**src/rtl/srambank_rr_arbiter.sv**
```systemverilog
// Round-robin arbiter sharing one 1-cycle-latency SRAM bank among NREQ valid/ready requesters.
// Optional zero-fill sweep after reset when SRAMBANK_ARB_INIT_EN is defined.
module srambank_rr_arbiter #(
  parameter int unsigned NREQ = 4,
  parameter int unsigned AW   = 10,
  parameter int unsigned DW   = 74
) (
  input  logic              clk,
  input  logic              reset,
  input  logic [NREQ-1:0]   req_valid,
  input  logic [NREQ-1:0]   req_write,
  input  logic [NREQ*AW-1:0] req_addr,
  input  logic [NREQ*DW-1:0] req_wdata,
  output logic [NREQ-1:0]   req_ready,
  output logic [NREQ-1:0]   rsp_valid,
  output logic [DW-1:0]     rsp_rdata,
  output logic [AW-1:0]     bank_addr,
  output logic [DW-1:0]     bank_wd,
  output logic              bank_sel,
  output logic              bank_read,
  output logic              bank_write,
  input  logic [DW-1:0]     bank_dataout,
  output logic              init_busy
);

  localparam int unsigned PW = $clog2(NREQ);

  logic [PW-1:0]   ptr_q, ptr_d;
  logic [NREQ-1:0] rsp_valid_q, rsp_valid_d;
  logic            run;
  logic            gnt_any;
  logic [PW-1:0]   gnt_idx;
  logic [NREQ-1:0] gnt_oh;

`ifdef SRAMBANK_ARB_INIT_EN
  typedef enum logic [0:0] {StInit, StRun} state_e;

  state_e        state_q, state_d;
  logic [AW-1:0] cnt_q, cnt_d;

  always_comb begin
    state_d = state_q;
    cnt_d   = cnt_q;
    if (state_q == StInit) begin
      cnt_d = cnt_q + AW'(1);
      if (&cnt_q) state_d = StRun;
    end
  end

  always_ff @(posedge clk) begin
    if (reset) begin
      state_q <= StInit;
      cnt_q   <= '0;
    end else begin
      state_q <= state_d;
      cnt_q   <= cnt_d;
    end
  end

  assign run       = ~reset & (state_q == StRun);
  assign init_busy = reset | (state_q == StInit);
`else
  assign run       = ~reset;
  assign init_busy = 1'b0;
`endif

  // First valid requester at or after ptr, wrapping modulo NREQ.
  always_comb begin
    int unsigned cand;
    cand    = 0;
    gnt_any = 1'b0;
    gnt_idx = '0;
    for (int unsigned k = 0; k < NREQ; k++) begin
      cand = (int'(ptr_q) + k) % NREQ;
      if (!gnt_any && req_valid[cand]) begin
        gnt_any = 1'b1;
        gnt_idx = PW'(cand);
      end
    end
    gnt_any = gnt_any & run;
  end

  assign gnt_oh    = gnt_any ? (NREQ'(1) << gnt_idx) : '0;
  assign req_ready = gnt_oh;

  always_comb begin
    bank_sel   = 1'b0;
    bank_read  = 1'b0;
    bank_write = 1'b0;
    bank_addr  = req_addr[int'(gnt_idx)*AW +: AW];
    bank_wd    = req_wdata[int'(gnt_idx)*DW +: DW];
    if (gnt_any) begin
      bank_sel   = 1'b1;
      bank_write = req_write[gnt_idx];
      bank_read  = ~req_write[gnt_idx];
    end
`ifdef SRAMBANK_ARB_INIT_EN
    if (!reset && state_q == StInit) begin
      bank_sel   = 1'b1;
      bank_write = 1'b1;
      bank_read  = 1'b0;
      bank_addr  = cnt_q;
      bank_wd    = '0;
    end
`endif
  end

  always_comb begin
    ptr_d       = ptr_q;
    rsp_valid_d = '0;
    if (gnt_any) begin
      ptr_d = (gnt_idx == PW'(NREQ - 1)) ? '0 : gnt_idx + PW'(1);
      if (!req_write[gnt_idx]) rsp_valid_d = gnt_oh;
    end
  end

  always_ff @(posedge clk) begin
    if (reset) begin
      ptr_q       <= '0;
      rsp_valid_q <= '0;
    end else begin
      ptr_q       <= ptr_d;
      rsp_valid_q <= rsp_valid_d;
    end
  end

  // Gating by reset drops a response already registered when reset arrives.
  assign rsp_valid = reset ? '0 : rsp_valid_q;
  assign rsp_rdata = bank_dataout;

endmodule

```
**config.mk**
```make
export PLATFORM = sky130hd
export DESIGN_NAME = srambank_rr_arbiter
export DESIGN_NICKNAME = d
export VERILOG_FILES = /design/src/rtl/srambank_rr_arbiter.sv
export SDC_FILE = /design/constraint.sdc
export NUM_CORES = 1
export LEC_CHECK = 0
export CAP_MARGIN = 10
export CORE_AREA = 3 3 229 231
export DETAILED_ROUTE_END_ITERATION = 7
export DIE_AREA = 0 0 232 234
export DONT_BUFFER_PORTS = 1
export PLACE_DENSITY = 0.3
export SLEW_MARGIN = 20
export SYNTH_ARGS = -nofsm -noshare
export SYNTH_HDL_FRONTEND = slang
export SYNTH_SLANG_ARGS = --single-unit
```
**constraint.sdc**
```tcl
create_clock -name clk -period 2.3 [get_ports clk]
set_input_delay 0.46 -clock clk [delete_from_list [all_inputs] [get_ports clk]]
set_output_delay 0.46 -clock clk [all_outputs]
set_load 0.05 [all_outputs]
```
Word-level counts from Yosys, hierarchy flattened --
Cells that the tools add are included.
Cells by class: add/sub/neg operators 4, $mul 2, magnitude comparators 5, eq/ne operators 1, shift-type cells 3, mux-type cells 24, bitwise gates (word level) 4, reduce and logical (&&, ||, !) cells 7
Operator list (count):
- $shiftx 296x10->74 | 1
- $shiftx 40x7->10 | 1
- $lt 2x3->1 const B | 5
- $mux 1 | 12
- $bmux 1 s2 | 5
- $mux 2 | 5
- $mul 2x6->8 const B | 1
- $mux 4 | 2
- $mul 2x3->5 const B | 1
- $add 2x1->2 const B | 2
- $add 2x2->2 const B | 2
- $shl 1x2->4 const A | 1
- $logic_and 1x1->1 | 3
- $logic_not 1->1 | 3
- $not 1->1 | 3
- $reduce_or 3->1 | 1
- $eq 2x2->1 const B | 1
- $and 1x1->1 | 1
Storage, ports and cells: register bits 6, input port bits 420, logic and storage cells 52

Depth between registers and ports, before layout --
depth in word-level cells 16, depth in mapped cells 10, depth with buffers taken out 8

Worst setup path after synthesis --
No wires, ideal clock.
kind input port to output port, start in req_valid[2], end out bank_wd[28], arrival time 2.266 ns, required time 1.840 ns, path slack -0.426 ns, cell stages on the path 7, path buffers 2, cells stage by stage nor2b_4 -> a221oi_2 -> nor2_4 -> buf_12 -> buf_12 -> mux2i_1 -> mux2i_1
Between the ends: longest elaborated chain between the ends 14
RTL lines:
- start: declaration | line 10 | input logic [NREQ-1:0] req_valid,
- $bmux 1 s2 | line 75 | if (!gnt_any && req_valid[cand]) begin
- $mux 1 (implied by the code) | line 75
- $mux 1 | line 75
- $logic_not 1->1 | line 75
- $logic_and 1x1->1 | line 75
- $mux 1 | line 75
- $logic_not 1->1 | line 75
- $logic_and 1x1->1 | line 75
- $mux 1 | line 75
- $logic_not 1->1 | line 75
- $logic_and 1x1->1 | line 75
- $mux 2 * | line 75
- $mul 2x6->8 * | line 91 | bank_wd = req_wdata[int'(gnt_idx)*DW +: DW];
- $shiftx 296x10->74 * | line 91
- end: declaration | line 18 | output logic [DW-1:0] bank_wd,
Every way passes the cells marked *; elsewhere a longest branch is shown, timed or not. The select of a mux whose other input is x is not followed.

Worst setup path after layout --
start reg ptr_q[0], end out bank_wd[53]
Between the ends: longest elaborated chain between the ends 14
RTL lines:
- start: declaration | line 28 | logic [PW-1:0] ptr_q, ptr_d;
- start signal: assignment | line 122 | ptr_q <= ptr_d;
- parallel branches: the longest is 11 deep, another holds $add 2x1->2
- $mux 2 * | line 75
- $mul 2x6->8 * | line 91
- $shiftx 296x10->74 * | line 91
Mark *: on every way between the ends. The select of a mux whose other input is x is not followed.

==> flow_summary_export.csv <==
group,metric,value,unit
global_routing,grt_pass1_wl,25280,um
placement,dp_hpwl,14640,um
hold_path,hold_end,"ptr_q[1]",
yosys,yosys_warnings,0,
sta,min_period_over_period,112.6,%
drt,wl_met2,10960,um
clock_tree,clk_pin_slew_worst_paths,30,ps
critical_path,end_kind,"output pin",
drt,num_vias,3628,
drt,viasPerCell,3.093,
yosys,yosys.area.top_type,"mux2i_1",
die,dieWidth,232,um
drt,drtIter0Drc,108,
drt,dr_wl_met3,1609,um
die,pin_count,590,
drt,wl_per_cell,18.09,um
sta,setup_viol,90,
clock_tree,clkSinkCount,6,
layout,fin_nets,924,
sta,grt_setup_unrepaired,"yes",
die,rows,82,
drt,route.detailed.drc,0,
global_routing,grt_pass1_vias,3693,
critical_path,regToRegSetupSlack,40,ps
sta,clock_skew,3.231,ps
yosys,syn_area_per_cell,9.285,um2
outcome,violations,"negative setup slack",
outcome,status,"complete, but fails checks",
clock_tree,cts_tree,"done",
global_routing,grt_overflow_total,0,
power,ir_drop,0.3289,mV
hold_path,whs_path_depth,1,
layout,fill_cells,5682,
layout,layout-area-overhead-vs-synth,79.11,%
critical_path,r2r_end,"rsp_valid_q[0]",
critical_path,crit_arrival,2130,ps
clock_tree,clock-root-buffer,"clkbuf_16",
power,pwr_density_cell,821.4,mW/mm2
global_routing,antenna_found_initial,4,
clock_tree,clk-insertion-delay-late,230,ps
placement,io_buffers,0,
layout,drive_gt1_share,54.02,%
yosys,synth_top_area_share,65.51,%
sta,period_minus_slack,2590,ps
clock_tree,cts_hold_buf,0,
power,p_leak,2.730,nW
drt,drt-met1-wl,7821,um
sta,setup-tns-final,-19770,ps
die,core,0.05027,mm2
critical_path,reg2regPathDepth,11,
critical_path,worstSetupStartpointType,"flip-flop",
clock_tree,numCtsBuffers,3,
sta,fin_hold_ws,291.4,ps
yosys,yosysSeqAreaShare,3.095,%
yosys,netlist_area,0.003881,mm2
yosys,ys_types,29,
sta,setup_slack,-290.4,ps
critical_path,cp_data_required_time,1840,ps
drt,top_layer,"met4",
sta,max_freq,386.0,MHz
yosys,synth_cells,418,
yosys,yosys-top-cells-area,"mux2i_1, buf_4, buf_12",
die,die_h,234,um
drt,totalWireLength,21210,um
placement,place_inst,1129,
critical_path,r2r-start,"ptr_q[0]",
clock_tree,htree_levels,1,
drt,drtPass1Iterations,4,
sta,drv_slew,0,
critical_path,cp_max_fo,6,
critical_path,critical_path_class,"flip-flop to output pin",
die,die_area,0.05429,mm2
die,initial_core_util,7.720,%
sta,hold_violations,0,
layout,layoutNonFillerInstCount,1173,
placement,place_congestion,0.7814,
layout,most-common-layout-cells,"mux2i_1, buf_4, mux2i_4",
flow_run,max_cap_violations,0,
drt,final_antenna_net_count,0,
yosys,syn_nets,842,
yosys,ys_seq_elements,6,
global_routing,grtUsageTotal,6.325,%
hold_path,hold_class,"input pin to flip-flop",
global_routing,grt_max_degree,38,
clock_tree,clk_path_buf_depth,2,
hold_path,min-delay-start,"reset",
layout,final_common_cell,"mux2i_1",
through the flow:
step	util, %	total power, mW	cell area, um2	worst slack [ps]
after global routing	13.83	5.977	6952	-399.8
after global placement	11.03	4.397	5543	-426.6
after detailed placement	11.03	4.393	5543	-442.7
final	13.83	5.710	6952	-290.4
after floorplan	-	3.465	4096	-350.4
after CTS	12.68	5.354	6374	-300.7
worst max path at each step:
stage            startpoint            to  slack [ps]  depth (start not counted)
4_1_cts            ptr_q[0]    bank_wd[4]        -300                          8
2_1_floorplan  req_valid[2]  bank_addr[2]        -350                          6
3_5_place_dp   req_valid[0]   bank_wd[65]        -440                          8
3_3_place_gp   req_valid[0]   bank_wd[65]        -430                          8
5_1_grt            ptr_q[0]  bank_addr[3]        -400                         10
6_report           ptr_q[0]   bank_wd[53]        -290                         10
timing repair:
action,in CTS,in global routing
setup buffers,13,10
gates cloned,9,8
resized for setup,79,62
pin swaps,5,2
endpoints found under the setup margin,93,93
logic make-up (layout without fill, tap and decap cells):
kind of cell	Yosys count	after routing	synth area share, %
compound gates	8	8	1.612
fa+ha+maj	4	4	1.290
buf+inv	107	187	22.63
other cells	1	4	0.09662
simple gates	38	38	5.770
flops	6	6	3.095
mux	254	254	65.51
layout make-up:
type                       instances  area, um2  share of cell area (%)
antenna                            3      7.507                  0.1080
clock buffer                       3      75.07                   1.080
inverter                           4      25.02                  0.3600
multi-input combinational        305       3546                   51.01
sequential                         6      127.6                   1.836
tap                              672      840.8                   12.10
timing repair buffer             180       2330                   33.51
synth_stat cells:
| cell type | count |
|---|---|
| a221o_1 | 1 |
| nor3_1 | 2 |
| and3_1 | 1 |
| ha_1 | 4 |
| nand2_1 | 4 |
| conb_1 | 1 |
| nand3_1 | 4 |
| o21ai_1 | 2 |
| and2_1 | 4 |
| buf_4 | 75 |
| buf_8 | 1 |
| nor2_1 | 4 |
| nor2_4 | 1 |
| nor2b_4 | 1 |
| or4_1 | 1 |
| a21oi_1 | 2 |
| nand2_2 | 1 |
| o21bai_1 | 1 |
| nand4_1 | 8 |
| buf_2 | 17 |
| mux2i_1 | 254 |
| dfxtp_1 | 6 |
| a221oi_2 | 1 |
| nor2b_1 | 5 |
| inv_1 | 2 |
| buf_12 | 10 |
| o21ba_1 | 1 |
| nand2b_1 | 2 |
| inv_2 | 2 |
power by group:
part           switching, mW  internal, mW  leakage [nW]
combinational           2.84          2.45          2.64
sequential            0.0136         0.121        0.0504
clock                 0.0609         0.223        0.0370
per-layer routing:
metal / vias up / GRT usage (%)
li1: 1633 / -
met1: 1690 / 7.256
met2: 256 / 11.11
met3: 49 / 1.591
met4: 0 / 2.789
met5: - / 0
state kept, by name, indices dropped and copies added, names as in the netlist:
register,flops
ptr_q,2
rsp_valid_q,4
critical path, cell delays in order, from the launching register on:
cell and delay, ps:
dfxtp_4 370, inv_4 40, a221oi_4 310, nor2_4 60, buf_12 160, buf_12 130, buf_12 130, clkbuf_16 170
mux2i_4 190, mux2i_4 160, buf_12 160
No activity file was read; power rests on OpenSTA's default activity.
